<file path="src/rtl/dq_tx_seq_if.sv">
// Handshake and pad-side bundle for the dq_tx_seq write-burst sequencer.
// The controller (master) drives burst requests and write words; the
// sequencer (slave) drives the registered pad-side outputs and wr_ready.
// Optional byte-mask output dm_out exists only when DQ_TX_SEQ_DM_EN is defined.
interface dq_tx_seq_if #(
  parameter int unsigned DATA_WIDTH = 16,
  parameter int unsigned CNT_WIDTH  = 16,
  parameter int unsigned PRE_WIDTH  = 3
);
  logic                  start;
  logic [CNT_WIDTH-1:0]  byte_cnt;
  logic [PRE_WIDTH-1:0]  pre_cycles;
  logic [DATA_WIDTH-1:0] wr_data;
  logic                  wr_valid;
  logic                  wr_ready;
  logic [DATA_WIDTH-1:0] dq_out_16;
  logic                  dq_oe;
  logic                  dqs_en;
  logic                  busy;
  logic                  done;
  logic                  underrun;
`ifdef DQ_TX_SEQ_DM_EN
  logic [1:0]            dm_out;

  modport master (
    output start, byte_cnt, pre_cycles, wr_data, wr_valid,
    input  wr_ready, dq_out_16, dq_oe, dqs_en, busy, done, underrun, dm_out
  );

  modport slave (
    input  start, byte_cnt, pre_cycles, wr_data, wr_valid,
    output wr_ready, dq_out_16, dq_oe, dqs_en, busy, done, underrun, dm_out
  );
`else
  modport master (
    output start, byte_cnt, pre_cycles, wr_data, wr_valid,
    input  wr_ready, dq_out_16, dq_oe, dqs_en, busy, done, underrun
  );

  modport slave (
    input  start, byte_cnt, pre_cycles, wr_data, wr_valid,
    output wr_ready, dq_out_16, dq_oe, dqs_en, busy, done, underrun
  );
`endif
endinterface

</file>
<file path="src/rtl/dq_tx_seq.sv">
// Write-burst sequencer for the PHY transmit path.
// Accepts 16-bit words over valid/ready and presents them registered on
// dq_out_16 (low byte first) with dq_oe/dqs_en framing: programmable
// preamble, one-cycle postamble, odd-byte tail and sticky underrun flag.
// Optional feature macro: DQ_TX_SEQ_DM_EN adds the registered dm_out mask.
// Registered outputs lag the FSM state by one cycle: each state computes the
// pad values that appear during the following clock.
module dq_tx_seq #(
  parameter int unsigned DATA_WIDTH = 16,
  parameter int unsigned CNT_WIDTH  = 16,
  parameter int unsigned PRE_WIDTH  = 3
) (
  input logic        clk,
  input logic        reset_n,
  dq_tx_seq_if.slave bus
);

  localparam int unsigned HalfW = DATA_WIDTH / 2;

  typedef enum logic [1:0] {
    StIdle = 2'd0,
    StPre  = 2'd1,
    StData = 2'd2,
    StPost = 2'd3
  } state_e;

  state_e                r_state, w_state_d;
  logic [CNT_WIDTH-1:0]  r_rem, w_rem_d;
  logic [PRE_WIDTH-1:0]  r_pre_cnt, w_pre_cnt_d;
  logic                  r_zero, w_zero_d;
  logic                  r_busy, w_busy_d;
  logic                  r_underrun, w_underrun_d;
  logic [DATA_WIDTH-1:0] r_dq, w_dq_d;
  logic                  r_dq_oe, w_dq_oe_d;
  logic                  r_dqs_en, w_dqs_en_d;
  logic                  r_done, w_done_d;
`ifdef DQ_TX_SEQ_DM_EN
  logic [1:0]            r_dm, w_dm_d;
`endif

  logic w_ready;
  logic w_hs;
  logic w_last;

  assign w_ready = (r_state == StData) && (r_rem != '0);
  assign w_hs    = w_ready && bus.wr_valid;
  assign w_last  = (r_rem <= CNT_WIDTH'(2));

  // Next-state, counter and registered-output computation
  always_comb begin
    w_state_d    = r_state;
    w_rem_d      = r_rem;
    w_pre_cnt_d  = r_pre_cnt;
    w_zero_d     = r_zero;
    w_busy_d     = r_busy;
    w_underrun_d = r_underrun;
    w_dq_d       = '0;
    w_dq_oe_d    = 1'b0;
    w_dqs_en_d   = 1'b0;
    w_done_d     = 1'b0;
`ifdef DQ_TX_SEQ_DM_EN
    w_dm_d       = 2'b11;
`endif
    unique case (r_state)
      StIdle: begin
        if (bus.start) begin
          w_rem_d      = bus.byte_cnt;
          w_pre_cnt_d  = bus.pre_cycles;
          w_zero_d     = (bus.byte_cnt == '0);
          w_underrun_d = 1'b0;
          w_busy_d     = 1'b1;
          if (bus.byte_cnt == '0) begin
            w_state_d = StPost;
          end else if (bus.pre_cycles == '0) begin
            w_state_d = StData;
          end else begin
            w_state_d = StPre;
          end
        end
      end
      StPre: begin
        w_dq_oe_d   = 1'b1;
        w_pre_cnt_d = (r_pre_cnt != '0) ? r_pre_cnt - PRE_WIDTH'(1) : '0;
        if (r_pre_cnt <= PRE_WIDTH'(1)) begin
          w_state_d = StData;
        end
      end
      StData: begin
        w_dq_oe_d = 1'b1;
        if (w_hs) begin
          w_dq_d     = bus.wr_data;
          w_dqs_en_d = 1'b1;
`ifdef DQ_TX_SEQ_DM_EN
          w_dm_d     = 2'b00;
`endif
          // Odd tail: only the low byte carries data
          if (r_rem == CNT_WIDTH'(1)) begin
            w_dq_d[DATA_WIDTH-1:HalfW] = '0;
`ifdef DQ_TX_SEQ_DM_EN
            w_dm_d = 2'b10;
`endif
          end
          w_rem_d = w_last ? '0 : r_rem - CNT_WIDTH'(2);
          if (w_last) begin
            w_state_d = StPost;
          end
        end else if (w_ready) begin
          // Data owed but none offered: stretch the burst, flag it
          w_underrun_d = 1'b1;
        end else begin
          w_state_d = StPost;
        end
      end
      StPost: begin
        w_dq_oe_d = ~r_zero;
        w_done_d  = 1'b1;
        w_busy_d  = 1'b0;
        w_state_d = StIdle;
      end
      default: begin
        w_state_d = StIdle;
      end
    endcase
  end

  // State, counters and registered outputs with async active-low reset
  always_ff @(posedge clk or negedge reset_n) begin
    if (!reset_n) begin
      r_state    <= StIdle;
      r_rem      <= '0;
      r_pre_cnt  <= '0;
      r_zero     <= 1'b0;
      r_busy     <= 1'b0;
      r_underrun <= 1'b0;
      r_dq       <= '0;
      r_dq_oe    <= 1'b0;
      r_dqs_en   <= 1'b0;
      r_done     <= 1'b0;
`ifdef DQ_TX_SEQ_DM_EN
      r_dm       <= 2'b11;
`endif
    end else begin
      r_state    <= w_state_d;
      r_rem      <= w_rem_d;
      r_pre_cnt  <= w_pre_cnt_d;
      r_zero     <= w_zero_d;
      r_busy     <= w_busy_d;
      r_underrun <= w_underrun_d;
      r_dq       <= w_dq_d;
      r_dq_oe    <= w_dq_oe_d;
      r_dqs_en   <= w_dqs_en_d;
      r_done     <= w_done_d;
`ifdef DQ_TX_SEQ_DM_EN
      r_dm       <= w_dm_d;
`endif
    end
  end

  assign bus.wr_ready  = w_ready;
  assign bus.dq_out_16 = r_dq;
  assign bus.dq_oe     = r_dq_oe;
  assign bus.dqs_en    = r_dqs_en;
  assign bus.busy      = r_busy;
  assign bus.done      = r_done;
  assign bus.underrun  = r_underrun;
`ifdef DQ_TX_SEQ_DM_EN
  assign bus.dm_out    = r_dm;
`endif

endmodule

</file>
<file path="src/flat_wrapper.sv">
// flat-port wrapper written by rule: the top's interface ports become plain ports
module dq_tx_seq_flat 
#(
  parameter int unsigned DATA_WIDTH = 16,
  parameter int unsigned CNT_WIDTH  = 16,
  parameter int unsigned PRE_WIDTH  = 3
)
  (clk, reset_n, bus_start, bus_byte_cnt, bus_pre_cycles, bus_wr_data, bus_wr_valid, bus_wr_ready, bus_dq_out_16, bus_dq_oe, bus_dqs_en, bus_busy, bus_done, bus_underrun);
  dq_tx_seq_if #(.DATA_WIDTH(DATA_WIDTH), .CNT_WIDTH(CNT_WIDTH), .PRE_WIDTH(PRE_WIDTH)) bus_i ();
  input logic clk;
  input logic reset_n;
  input wire logic [$bits(bus_i.start)-1:0] bus_start;
  input wire logic [$bits(bus_i.byte_cnt)-1:0] bus_byte_cnt;
  input wire logic [$bits(bus_i.pre_cycles)-1:0] bus_pre_cycles;
  input wire logic [$bits(bus_i.wr_data)-1:0] bus_wr_data;
  input wire logic [$bits(bus_i.wr_valid)-1:0] bus_wr_valid;
  output wire logic [$bits(bus_i.wr_ready)-1:0] bus_wr_ready;
  output wire logic [$bits(bus_i.dq_out_16)-1:0] bus_dq_out_16;
  output wire logic [$bits(bus_i.dq_oe)-1:0] bus_dq_oe;
  output wire logic [$bits(bus_i.dqs_en)-1:0] bus_dqs_en;
  output wire logic [$bits(bus_i.busy)-1:0] bus_busy;
  output wire logic [$bits(bus_i.done)-1:0] bus_done;
  output wire logic [$bits(bus_i.underrun)-1:0] bus_underrun;
  assign bus_i.start = bus_start;
  assign bus_i.byte_cnt = bus_byte_cnt;
  assign bus_i.pre_cycles = bus_pre_cycles;
  assign bus_i.wr_data = bus_wr_data;
  assign bus_i.wr_valid = bus_wr_valid;
  assign bus_wr_ready = bus_i.wr_ready;
  assign bus_dq_out_16 = bus_i.dq_out_16;
  assign bus_dq_oe = bus_i.dq_oe;
  assign bus_dqs_en = bus_i.dqs_en;
  assign bus_busy = bus_i.busy;
  assign bus_done = bus_i.done;
  assign bus_underrun = bus_i.underrun;
  dq_tx_seq #(.DATA_WIDTH(DATA_WIDTH), .CNT_WIDTH(CNT_WIDTH), .PRE_WIDTH(PRE_WIDTH)) u_core (.clk(clk), .reset_n(reset_n), .bus(bus_i));
endmodule
</file>
<file path="config.mk">
export PLATFORM = sky130hd
export DESIGN_NAME = dq_tx_seq_flat
export DESIGN_NICKNAME = d
export VERILOG_FILES = /design/src/rtl/dq_tx_seq_if.sv /design/src/rtl/dq_tx_seq.sv /design/src/flat_wrapper.sv
export SDC_FILE = /design/constraint.sdc
export NUM_CORES = 1
export LEC_CHECK = 0
export ABC_CLOCK_PERIOD_IN_PS = 2450
export BUFFER_PORTS_ARGS = -buffer_cell sky130_fd_sc_hd__buf_2
export CAP_MARGIN = 15
export CORE_MARGIN = 8
export CORE_UTILIZATION = 25
export DETAILED_ROUTE_END_ITERATION = 6
export PLACE_DENSITY_LB_ADDON = 0.15
export SLEW_MARGIN = 30
export SYNTH_ARGS = -nofsm -noshare
export SYNTH_HDL_FRONTEND = slang
export SYNTH_SLANG_ARGS = --single-unit
</file>
<file path="constraint.sdc">
create_clock -name clk -period 2.45 [get_ports clk]
set_input_delay 0.3675 -clock clk [delete_from_list [all_inputs] [get_ports clk]]
set_output_delay 0.3675 -clock clk [all_outputs]
set_load 0.01 [all_outputs]
</file>
---- Yosys cells after proc, flatten, opt, wreduce, memory -nomap -nowiden ----
Index checks and enable logic that the tools add are counted.
word-level totals
  register bits ........................... 43
cells by class
  add/subtract/negate cells ............... 2
  order comparisons ....................... 2
  equality and inequality tests ........... 11
  mux-type cells .......................... 28
  bitwise gates (word level) .............. 1
  reduce and logical (&&, ||, !) cells .... 17
operator list
  kind                                                              count
  two-way mux 16 bit                                                5
  one-hot mux 16 bit (2 select lines)                               1
  == test 16 x 1 -> 1 bit (second input constant)                   1
  less-or-equal comparator 16 x 2 -> 1 bit (second input constant)  1
  logical NOT 16 bit                                                1
  nonzero test 16 bit                                               1
  subtractor 16 x 2 -> 16 bit (second input constant)               1
  two-way mux 2 bit                                                 7
  two-way mux 8 bit                                                 1
  one-hot mux 2 bit (4 select lines)                                1
  AND reduction 4 bit                                               2
  two-way mux 1 bit                                                 7
  two-way mux 3 bit                                                 2
  inequality test 2 x 1 -> 1 bit (second input constant)            3
  inequality test 3 bit (second input constant)                     2
  one-hot mux 1 bit (2 select lines)                                3
  one-hot mux 3 bit (2 select lines)                                1
  AND reduction 2 bit                                               3
  nonzero test 2 bit                                                3
  == test 2 bit (second input constant)                             2
  inequality test 2 bit (second input constant)                     2
  less-or-equal comparator 3 x 1 -> 1 bit (second input constant)   1
  logical NOT 3 bit                                                 1
  AND reduction 3 bit                                               1
  other kinds (7)                                                   8

---- Longest topological paths before layout ----
  depth after elaboration ................. 5
  gate-level depth with buffers ........... 9
  mapped depth without buffers ............ 7

---- Worst setup path before layout ----
No wires, ideal clock.
  kind .................................... flip-flop to flip-flop
  start point ............................. reg u_core.r_rem[8]
  end point ............................... reg u_core.r_state[0]
  library setup time ...................... 0.128 ns
  arrival ................................. 1.639 ns
  setup slack ............................. 0.683 ns
  cell stages (with the launch flop) ...... 6
  buffers on the path ..................... 0
  clock period less this slack ............ 1.767 ns
  cells stage by stage .................... dfrtp_1 -> nor4_4 -> nand2_1 -> o31ai_1 -> and3_1 -> mux2_1
on the way
  word-level cells in the longest chain between the ends .. 5
RTL lines
  what                                                                                              RTL line          RTL
  start: declaration                                                                                dq_tx_seq.sv:28   logic [CNT_WIDTH-1:0] r_rem, w_rem_d;
  start signal: assignment                                                                          dq_tx_seq.sv:144  r_rem <= w_rem_d;
  parallel branches: the longest is 5 deep, another holds less-or-equal comparator 16 x 2 -> 1 bit  n/a
  end signal: assignment                                                                            dq_tx_seq.sv:129  r_state <= StIdle;
  end signal: assignment                                                                            dq_tx_seq.sv:143  r_state <= w_state_d;
  end: declaration                                                                                  dq_tx_seq.sv:27   state_e r_state, w_state_d;
Parallel ways; which one is timed is not known.
A chain may end at the register's enable or synchronous reset.

---- Worst setup path after layout ----
  start point ............................. reg u_core.r_rem[9]
  end point ............................... out bus_wr_ready
on the way
  word-level cells in the longest chain between the ends .. 2
RTL lines
  what                 RTL line            RTL
  nonzero test 16 bit  dq_tx_seq.sv:45     assign w_ready = (r_state == StData) && (r_rem != '0);
  logical AND 1 bit    dq_tx_seq.sv:45
  end: declaration     flat_wrapper.sv:17  output wire logic [$bits(bus_i.wr_ready)-1:0] bus_wr_ready;
Every way passes these cells.

==> out/results.tsv <==
stage	metric	value	unit
timing	rsz0062_at_grt	false	
yosys	synth_ff_type	dfrtp_1	
detailed_routing	first_pass_iters	4	
layout	areaGrowthSynthToFinish	23.64	%
layout	drive_above_1_share	30.46	%
power_and_ir_drop	power	0.003630	W
power_and_ir_drop	swShare	45.22	%
worst_setup_path	cp_max_fo	8	
layout	antenna_cells	0	
clocking	cts_tree	built	
clocking	h-tree-depth	2	
run	cap_violations	0	
place	hpwl	5317	um
layout	final_cell_mix	buf_2 (60), dfrtp_1 (43), a21oi_1 (18), and2_1 (17)	
worst_setup_path	worstRegToRegCells	5	
worst_setup_path	cp-startpoint	u_core.r_rem[9]$_DFFE_PN0P_	
power_and_ir_drop	p_per_area	1252	nW/um^2
clocking	cts.path.max_buffers	2	
timing	tightest_slew	628.7	ps
yosys	yosysTopAreaCell	dfrtp_1	
worst_hold_path	hold_path_class	primary input to asynchronous set/reset pin	
power_and_ir_drop	pwr-share-seq	34.4	%
power_and_ir_drop	p_sw	0.001641	W
worst_setup_path	cp-start-kind	flip-flop	
power_and_ir_drop	p_int	0.001988	W
place	gp_congestion	0.8157	
die	num_io_pins	61	
yosys	yosys_warnings	0	
power_and_ir_drop	ir_worst_vdd	0.3352	mV
worst_setup_path	rrSetupSlack	280	ps
place	pre_cts_slack	262.6	ps
worst_setup_path	endpoint_kind	output port	
layout	nNetsFinal	348	
yosys	post_synth_num_cell_types	52	
yosys	ys_ff_latch	43	
grt	grt_util_all_layers	11.65	%
power_and_ir_drop	clkPwrFrac	15.6	%
worst_setup_path	reg2reg_to	u_core.r_rem[14]$_DFFE_PN0P_	
yosys	yosys-top-cells-area	dfrtp_1 (46%), and2_1 (4.5%), a21oi_1 (3.8%), ha_1 (3.7%), o21ai_0 (3.4%)	
worst_setup_path	setup.worst_path.end	bus_wr_ready	
yosys	postSynthCellCount	236	
yosys	ys_seq_area_share	45.89	%
timing	setup_violations	0	
grt	grt.overflow.total	0	
layout	fillers	945	
die	core	9153	sq um
detailed_routing	wire_per_inst	17.45	um
worst_setup_path	r2r_start	u_core.r_rem[7]$_DFFE_PN0P_	
power_and_ir_drop	combPwrFrac	50.0	%
yosys	async_flop_share	100.0	%
clocking	cts_made_buffers	5	
detailed_routing	antenna_left	0	
layout	layout_commonest_cell	buf_2	
layout	seq_area	1076	sq um
die	die_area	12730	sq um
die	initial_utilization	25.62	%
clocking	cts_num_sinks	43	
yosys	netlist.area_leader.share	45.89	%
timing	fin_skew	16.34	ps
timing	hold_viol_final	0	
worst_setup_path	required	2080	ps
yosys	avgSynthCellArea	9.935	sq um
clocking	cts-root-buf	clkbuf_8	
clocking	clk_pin_slew	100	ps
detailed_routing	vias	2101	
power_and_ir_drop	p_leak	1.340	nW
outcome	status	finished clean	
clocking	clk_latency	310	ps
timing	tns	0	ps
worst_setup_path	crit_type	flip-flop to output port	
detailed_routing	routed_via_density	5.087	
detailed_routing	drc	0	
grt	antenna_found_initial	0	
layout	multiInputGateArea	1169	sq um
place	numPortBuffers	60	
timing	fin_crit	2243	ps
layout	fin_util	31.67	%
timing	period_share	91.54	%
die	die-height	112.8	um
grt	grt_pass1_wl	11830	um
yosys	synth_nets	282	
grt	grt_max_degree	44	
detailed_routing	routed_wl	7206	um
die	die_x	112.8	um
detailed_routing	drt_iter0_drc	232	
grt	grt_pass1_vias	2262	
timing	setup_slack	207.2	ps
yosys	syn_area	2345	sq um
yosys	synth_edf_count	0	
timing	fmax	445.9	MHz
timing	finalMaxSlewViolations	0	
die	num_rows	35	
worst_setup_path	arrival	1880	ps
timing	slew_headroom	58.08	%
==> cells in the mapped netlist, types with 4 or more instances <==
cell	instances
inv_1	15
nor3_1	5
a21oi_1	18
a32oi_1	4
nor4_1	6
ha_1	7
o21ai_1	6
nand4_1	4
nand2_1	16
nor2_1	10
o21ai_0	16
nand3_1	7
dfrtp_1	43
and2_1	17
==> power by group through the flow <==
stage	registers [W]	logic (W)	clock network, W
final	0.00125	0.00181	0.000565
after global routing	0.00129	0.00203	0.000611
after CTS	0.00125	0.00180	0.000588
after detailed placement	0.00125	0.00179	0
after global placement	0.00126	0.00180	0
after floorplan	0.00122	0.00127	0
==> through the flow <==
step	instances	instance area, sq um	hold slack, ps
5_1_grt	413	2899	172.9
6_report	413	2899	118.0
2_1_floorplan	236	2345	71.91
4_1_cts	412	2887	157.3
3_5_place_dp	405	2780	480.1
3_3_place_gp	405	2780	474.7
==> state kept, by name (all words and copies together) (netlist names) <==
| signal | cells |
|---|---|
| u_core.r_zero | 1 |
| u_core.bus.dq_oe | 1 |
| u_core.bus.underrun | 1 |
| u_core.r_pre_cnt | 3 |
| u_core.bus.dq_out_16 | 16 |
| u_core.r_rem | 16 |
| u_core.bus.dqs_en | 1 |
| u_core.r_state | 2 |
| u_core.bus.done | 1 |
| u_core.bus.busy | 1 |
==> layout make-up <==
| cell class | count | share of cell area (%) |
|---|---|---|
| multi-input cells | 170 | 40.31 |
| flip-flops and latches | 43 | 37.12 |
| repair buffers | 67 | 12.17 |
| well taps | 111 | 4.791 |
| clock buffers | 5 | 2.374 |
| inverters | 15 | 1.942 |
| clock inverters | 2 | 1.295 |
==> how the worst min path moves through the flow <==
| stage | from | end | slack [ps] | depth (start not counted) |
|---|---|---|---|---|
| 2_1_floorplan | reset_n | u_core.bus.busy$_DFFE_PN0P_ | 70 | 0 |
| 3_3_place_gp | u_core.r_zero$_DFFE_PN0P_ | u_core.r_zero$_DFFE_PN0P_ | 470 | 2 |
| 3_5_place_dp | u_core.r_zero$_DFFE_PN0P_ | u_core.r_zero$_DFFE_PN0P_ | 480 | 2 |
| 4_1_cts | reset_n | u_core.r_rem[6]$_DFFE_PN0P_ | 160 | 2 |
| 5_1_grt | reset_n | u_core.r_rem[13]$_DFFE_PN0P_ | 170 | 2 |
| 6_report | reset_n | u_core.r_rem[13]$_DFFE_PN0P_ | 120 | 2 |
==> routing by layer <==
layer	wire length [um]	GRT usage, %	part of all wire [%]	up-vias
met2	3121	17.52	43	78
met4	105	4.586	1.5	0
met3	559	4.153	7.8	8
li1	-	-	-	997
met1	3419	14.87	47	1018
met5	0	0	0	-
==> logic make-up (layout without fill, tap and decap cells) <==
| family | after synthesis | after routing | share of synthesized area [%] |
|---|---|---|---|
| AO/OA/AOI/OAI | 71 | 71 | 20.33 |
| buffers and inverters | 23 | 89 | 4.482 |
| AND/OR/NAND/NOR | 88 | 88 | 23.80 |
| multiplexers | 4 | 4 | 1.761 |
| flip-flops | 43 | 43 | 45.89 |
| adder cells (fa/ha/maj) | 7 | 7 | 3.735 |
==> critical path, cell delays in order, from the launching register on <==
cell     delay, ps
dfrtp_1        490
nor2_1         300
nand2_1        120
buf_4          170
nor2_1         200
a21oi_1        130
buf_2          170
==> timing repair <==
| action | 4_1_cts | 5_1_grt |
|---|---|---|
| hold buffers | 0 | 0 |
| gates resized for setup | 0 | 2 |
| endpoints found under the setup margin | 0 | 4 |
| endpoints found under the hold margin | 0 | 0 |
| setup buffers | 0 | 1 |
No activity file was read; power rests on OpenSTA's default activity.
